## config.mk

```make
export PLATFORM = sky130hd
export DESIGN_NAME = fifo_wr_arbiter
export DESIGN_NICKNAME = d
export VERILOG_FILES = /design/src/rtl/fifo_wr_arbiter.sv
export SDC_FILE = /design/constraint.sdc
export NUM_CORES = 1
export LEC_CHECK = 0
export CORE_MARGIN = 3
export CORE_UTILIZATION = 29
export DETAILED_ROUTE_END_ITERATION = 10
export DONT_BUFFER_PORTS = 1
export GPL_TIMING_DRIVEN = 0
export SLEW_MARGIN = 20
export SYNTH_ARGS = -nofsm -noshare
export SYNTH_HDL_FRONTEND = slang
export SYNTH_SLANG_ARGS = --single-unit
```

## constraint.sdc

```tcl
create_clock -name wclk -period 6.49 [get_ports wclk]
set_input_delay 1.947 -clock wclk [delete_from_list [all_inputs] [get_ports wclk]]
set_output_delay 1.947 -clock wclk [all_outputs]
set_load 0.02 [all_outputs]
```

## src/rtl/fifo_wr_arbiter.sv

```systemverilog
// Round-robin write-port arbiter for a shared FIFO, with packet burst lock
// and a MAX_BURST cut so one long packet cannot starve the other requesters.
module fifo_wr_arbiter #(
  parameter int NUM_REQ    = 4,
  parameter int DATA_WIDTH = 32,
  parameter int MAX_BURST  = 16,
  localparam int IDW = $clog2(NUM_REQ),
  localparam int BCW = $clog2(MAX_BURST + 1)
) (
  input  logic                          wclk,
  input  logic                          wrst_n,
  input  logic [NUM_REQ-1:0]            req_valid,
  input  logic [NUM_REQ-1:0]            req_last,
  input  logic [NUM_REQ*DATA_WIDTH-1:0] req_data,
  output logic [NUM_REQ-1:0]            req_ready,
  input  logic                          full,
  output logic                          w_en,
  output logic [DATA_WIDTH-1:0]         data_in,
  output logic [IDW-1:0]                grant_id,
  output logic                          busy,
  output logic                          burst_cut
);

  typedef enum logic {IDLE, LOCKED} state_e;

  state_e         state_q, state_d;
  logic [IDW-1:0] rr_ptr_q, rr_ptr_d;
  logic [IDW-1:0] owner_q, owner_d;
  logic [BCW-1:0] beat_cnt_q, beat_cnt_d;
  logic           busy_q;
  logic           burst_cut_q, burst_cut_d;

  logic                                   pick_found;
  logic [IDW-1:0]                         pick_idx;
  logic [IDW:0]                           scan;
  logic [IDW-1:0]                         sel_idx;
  logic                                   sel_vld;
  logic [IDW-1:0]                         nxt_ptr;
  logic [NUM_REQ-1:0][DATA_WIDTH-1:0]     lane_data;

  // Round-robin pick: scan from rr_ptr upward; walking down the offsets lets
  // the nearest valid requester overwrite farther ones.
  always_comb begin
    pick_found = 1'b0;
    pick_idx   = '0;
    scan       = '0;
    for (int k = NUM_REQ - 1; k >= 0; k--) begin
      scan = {1'b0, rr_ptr_q} + (IDW+1)'(k);
      if (scan >= (IDW+1)'(NUM_REQ)) scan = scan - (IDW+1)'(NUM_REQ);
      if (req_valid[scan[IDW-1:0]]) begin
        pick_found = 1'b1;
        pick_idx   = scan[IDW-1:0];
      end
    end
  end

  // While locked only the owner is eligible; reset forces the write off.
  always_comb begin
    sel_idx = (state_q == LOCKED) ? owner_q : pick_idx;
    sel_vld = (state_q == LOCKED) ? req_valid[owner_q] : pick_found;
    w_en    = wrst_n & sel_vld & ~full;
    nxt_ptr = (sel_idx == IDW'(NUM_REQ - 1)) ? '0 : sel_idx + 1'b1;
  end

  // Per-requester ready and data gating; data_in is the OR of the gated lanes.
  for (genvar i = 0; i < NUM_REQ; i++) begin : g_lane
    assign req_ready[i] = w_en & (sel_idx == IDW'(i));
    assign lane_data[i] = req_ready[i] ? req_data[i*DATA_WIDTH +: DATA_WIDTH] : '0;
  end

  // Collapse the one-hot gated lanes onto the FIFO data bus.
  always_comb begin
    data_in = '0;
    for (int i = 0; i < NUM_REQ; i++) data_in = data_in | lane_data[i];
  end

  assign grant_id  = w_en ? sel_idx : '0;
  assign busy      = busy_q;
  assign burst_cut = burst_cut_q;

  // Next-state: lock on a non-final beat, release on last beat or MAX_BURST.
  always_comb begin
    state_d     = state_q;
    rr_ptr_d    = rr_ptr_q;
    owner_d     = owner_q;
    beat_cnt_d  = beat_cnt_q;
    burst_cut_d = 1'b0;
    if (w_en) begin
      case (state_q)
        IDLE: begin
          if (req_last[sel_idx]) begin
            rr_ptr_d = nxt_ptr;
          end else if (MAX_BURST == 1) begin
            rr_ptr_d    = nxt_ptr;
            burst_cut_d = 1'b1;
          end else begin
            state_d    = LOCKED;
            owner_d    = sel_idx;
            beat_cnt_d = BCW'(1);
          end
        end
        LOCKED: begin
          if (req_last[owner_q]) begin
            state_d    = IDLE;
            rr_ptr_d   = nxt_ptr;
            beat_cnt_d = '0;
          end else if (beat_cnt_q + BCW'(1) == BCW'(MAX_BURST)) begin
            state_d     = IDLE;
            rr_ptr_d    = nxt_ptr;
            beat_cnt_d  = '0;
            burst_cut_d = 1'b1;
          end else begin
            beat_cnt_d = beat_cnt_q + BCW'(1);
          end
        end
        default: state_d = IDLE;
      endcase
    end
  end

  // State registers; reset drops any lock and restarts from requester 0.
  always_ff @(posedge wclk or negedge wrst_n) begin
    if (!wrst_n) begin
      state_q     <= IDLE;
      rr_ptr_q    <= '0;
      owner_q     <= '0;
      beat_cnt_q  <= '0;
      busy_q      <= 1'b0;
      burst_cut_q <= 1'b0;
    end else begin
      state_q     <= state_d;
      rr_ptr_q    <= rr_ptr_d;
      owner_q     <= owner_d;
      beat_cnt_q  <= beat_cnt_d;
      busy_q      <= (state_d == LOCKED);
      burst_cut_q <= burst_cut_d;
    end
  end

endmodule

```

==> impl_metrics.prom <==
# TYPE chip_impl_metric gauge
chip_impl_info{name="outcome",value="finished, final reports clean"} 1
chip_impl_info{name="start_kind",value="input pin"} 1
chip_impl_info{name="cp-end-kind",value="output port"} 1
chip_impl_info{name="tritoncts",value="yes"} 1
chip_impl_info{name="timing.hold.worst.class",value="register to register"} 1
chip_impl_metric{name="flip_flop_and_latch_count_after_synthesis",unit=""} 11
chip_impl_metric{name="finish.instance_area",unit="um2"} 1830
chip_impl_info{name="synthFlopType",value="dfrtp_1"} 1
chip_impl_metric{name="aggregate_global_route_resource_usage",unit="%"} 21.5
chip_impl_metric{name="number_of_h_tree_branching_levels",unit=""} 1
chip_impl_metric{name="worst_slew_pin_slew",unit="ns"} 0.646
chip_impl_metric{name="max_freq",unit="MHz"} 159
chip_impl_metric{name="worst_skew_pair.late_latency",unit="ns"} 0.24
chip_impl_metric{name="die-width",unit="um"} 82.1
chip_impl_metric{name="row_count",unit=""} 27
chip_impl_metric{name="stdcell_count",unit=""} 301
chip_impl_info{name="synth_area_leader_cell",value="a22oi_1"} 1
chip_impl_metric{name="clkSinkCount",unit=""} 11
chip_impl_metric{name="globalRoute.totalOverflow",unit=""} 0
chip_impl_metric{name="fin_tns_setup",unit="ns"} 0
chip_impl_metric{name="dieArea",unit="um2"} 6730
chip_impl_metric{name="async_reset_ff_share",unit="%"} 100
chip_impl_metric{name="cellPowerDensity",unit="nW/um2"} 532
chip_impl_metric{name="placed_cell_area",unit="um2"} 1770
chip_impl_metric{name="power.combinational.fraction",unit="%"} 79.3
chip_impl_metric{name="grt_pass1_vias",unit=""} 1815
chip_impl_metric{name="vias",unit=""} 2011
chip_impl_metric{name="post_drt_via_cell_ratio",unit=""} 6.68
chip_impl_metric{name="total_switching_power",unit="mW"} 0.575
chip_impl_metric{name="area_growth",unit="%"} 9.32
chip_impl_metric{name="ant_nets",unit=""} 0
chip_impl_metric{name="clock_power_share",unit="%"} 7.0
chip_impl_metric{name="clk_pin_slew",unit="ns"} 0.05
chip_impl_metric{name="timing.critical_path.fanout_max",unit=""} 10
chip_impl_info{name="grt_setup_unrepaired",value="false"} 1
chip_impl_metric{name="cp_data_required_time",unit="ns"} 4.54
chip_impl_metric{name="ir_worst_vdd",unit="uV"} 178
chip_impl_metric{name="final.period_utilization",unit="%"} 97.0
chip_impl_metric{name="holdBufCountCts",unit=""} 0
chip_impl_metric{name="die_height",unit="um"} 82.1
chip_impl_metric{name="diodes",unit=""} 0
chip_impl_metric{name="placed_cells",unit=""} 297
chip_impl_metric{name="synth_cell_types",unit=""} 39
chip_impl_metric{name="drv.max_cap_violation_count",unit=""} 0
chip_impl_info{name="clock_tree_root",value="clkbuf_8"} 1
chip_impl_metric{name="final_layout_size_suffix_gt1_share",unit="%"} 7.86
chip_impl_metric{name="cts-resized-gates",unit=""} 0
chip_impl_metric{name="grt_pass1_wl",unit="mm"} 10.7
chip_impl_metric{name="final_nets",unit=""} 374
chip_impl_metric{name="postSynthCellCount",unit=""} 225
chip_impl_info{name="post_synth_most_frequent_cells",value="a22oi_1, a21oi_1, clkbuf_1"} 1
chip_impl_metric{name="synth_edf_count",unit=""} 0
chip_impl_metric{name="drtIter0Drc",unit=""} 101
chip_impl_metric{name="intPower",unit="mW"} 0.400
chip_impl_metric{name="seq_area_frac_synth",unit="%"} 16.4
chip_impl_metric{name="power_leakage",unit="nW"} 0.615
chip_impl_metric{name="post_route_drc_violation_count",unit=""} 0
chip_impl_metric{name="initial_utilization",unit="%"} 30.3
chip_impl_metric{name="clock_tree.buffer_depth",unit=""} 2
chip_impl_metric{name="io_pins",unit=""} 180
chip_impl_info{name="worst-setup-path-type",value="input pin to output port"} 1
chip_impl_metric{name="worst-endpoint-arrival",unit="ns"} 4.35
chip_impl_metric{name="netlist_area",unit="um2"} 1680
chip_impl_metric{name="finalCriticalPeriod",unit="ns"} 6.30
chip_impl_metric{name="hpwl",unit="mm"} 6.74
chip_impl_metric{name="drt_pass1_iterations",unit=""} 4
chip_impl_metric{name="floorplan.core_area",unit="um2"} 5540
chip_impl_metric{name="cts_inserted_buffers",unit=""} 3
chip_impl_metric{name="sequential_power_share",unit="%"} 13.7
chip_impl_metric{name="cts_setup_buffers",unit=""} 0
chip_impl_metric{name="slew_violations",unit=""} 0
chip_impl_metric{name="route.detailed.wl_per_inst",unit="um"} 26.7
chip_impl_metric{name="synthDominantCellAreaShare",unit="%"} 29.1
chip_impl_metric{name="io_buffer_count",unit=""} 0
chip_impl_metric{name="antenna_violations_before_repair",unit=""} 2
chip_impl_metric{name="syn_nets",unit=""} 369
chip_impl_info{name="yosysMostFrequentCell",value="a22oi_1"} 1
chip_impl_metric{name="power_switching_share",unit="%"} 59.0
chip_impl_metric{name="max_slew_margin",unit="%"} 56.5
chip_impl_metric{name="synth_area_per_cell",unit="um2"} 7.46
chip_impl_metric{name="gp_routability_congestion",unit=""} 0.851
chip_impl_metric{name="synth_warnings",unit=""} 0
chip_impl_metric{name="timing.final.hold_violations",unit=""} 0
chip_impl_metric{name="final.setup_skew",unit="ns"} 0.00519
chip_impl_metric{name="grt_max_degree",unit=""} 13
chip_impl_info{name="netlist_top_cells_area",value="a22oi_1, dfrtp_1, a21oi_1, clkbuf_1, ha_1"} 1
chip_impl_metric{name="timing.final.setup_violations",unit=""} 0
chip_impl_metric{name="detail_route.wirelength",unit="mm"} 8.04
==> logic make-up (layout without fill, tap and decap cells) <==
kind of cell    Yosys count  count (layout)  synth area share (%)
mux                       6               6                  5.52
compound gates          126             126                  51.2
fa+ha+maj                 5               5                  3.73
simple gates             49              49                  16.6
buf+inv                  28              32                  6.49
flops                    11              11                  16.4
==> sequential cells by signal (all words and copies together) (netlist names) <==
name        count
rr_ptr_q        2
burst_cut       1
beat_cnt_q      5
owner_q         2
busy            1
==> routing by layer <==
metal	up-vias	global-route usage (%)	part of all wire (%)
met4	4	1.66	0.42
li1	904	-	-
met3	10	9.54	12
met2	137	37.5	48
met1	956	25.3	39
met5	-	0	0.34
==> stage by stage <==
| step | power [mW] | hold slack, ns | worst slack, ns | util [%] |
|---|---|---|---|---|
| 2_1_floorplan | 0.721 | 0.500 | 0.766 | - |
| 3_3_place_gp | 0.875 | 0.528 | 0.142 | 31.9 |
| 4_1_cts | 0.962 | 0.549 | 0.0906 | 32.7 |
| 3_5_place_dp | 0.889 | 0.535 | 0.105 | 31.9 |
| 5_1_grt | 1.07 | 0.583 | 0.00552 | 33.1 |
| 6_report | 0.975 | 0.544 | 0.193 | 33.1 |
==> final timing paths <==
kind	slack, ns	end	cells after the start	from
min in group asynchronous	1.40	beat_cnt_q[2]	0	wrst_n
max in group asynchronous	5.02	owner_q[1]	0	wrst_n
worst max-delay path	0.19	data_in[1]	9	req_valid[0]
worst min register to register	0.54	beat_cnt_q[4]	1	beat_cnt_q[4]
worst max register to register	4.16	beat_cnt_q[1]	6	busy
worst min-delay path	0.54	beat_cnt_q[4]	1	beat_cnt_q[4]
==> cells in the final DEF (no fill, tap or decap), types with 2 or more instances in the layout <==
cell / count
inv_1: 6
a21o_1: 2
nand2b_1: 4
and2_1: 6
nor2b_1: 8
o21ai_0: 2
nand3_1: 5
a31oi_1: 3
nor4_1: 2
buf_2: 2
o21bai_1: 2
nand2_1: 9
dfrtp_1: 11
o21ai_1: 2
a21oi_1: 33
a32o_1: 3
ha_1: 5
nor2_1: 7
mux2_1: 3
a22oi_1: 65
a21oi_2: 5
clkbuf_1: 16
nor3_1: 3
clkbuf_8: 3
o2bb2ai_1: 3
buf_1: 2
clkbuf_2: 3
==> power groups by stage <==
stage / registers [mW] / clock network [mW] / logic, mW
after CTS: 0.133 / 0.0709 / 0.758
final: 0.133 / 0.0680 / 0.774
after global routing: 0.139 / 0.0743 / 0.854
after floorplan: 0.124 / 0 / 0.597
after global placement: 0.134 / 0 / 0.742
after detailed placement: 0.135 / 0 / 0.755
==> final cells by class <==
| type | instances | area, um2 |
|---|---|---|
| Tap cell | 72 | 90.1 |
| Inverter | 6 | 22.5 |
| Fill cell | 629 | 3710 |
| Sequential cell | 11 | 275 |
| Clock buffer | 4 | 45.0 |
| Multi-Input combinational cell | 186 | 1310 |
| Buffer | 22 | 88.8 |
==> critical path, cell delays in order <==
cell and delay, ns:
a31oi_1 0.14, o21ai_1 0.10, o211a_1 0.30, nor2_1 0.26
ha_1 0.20, clkbuf_1 0.27, clkbuf_1 0.47, a22oi_1 0.21
a21oi_1 0.45
Note: power is estimated with default switching activity, not from simulation.
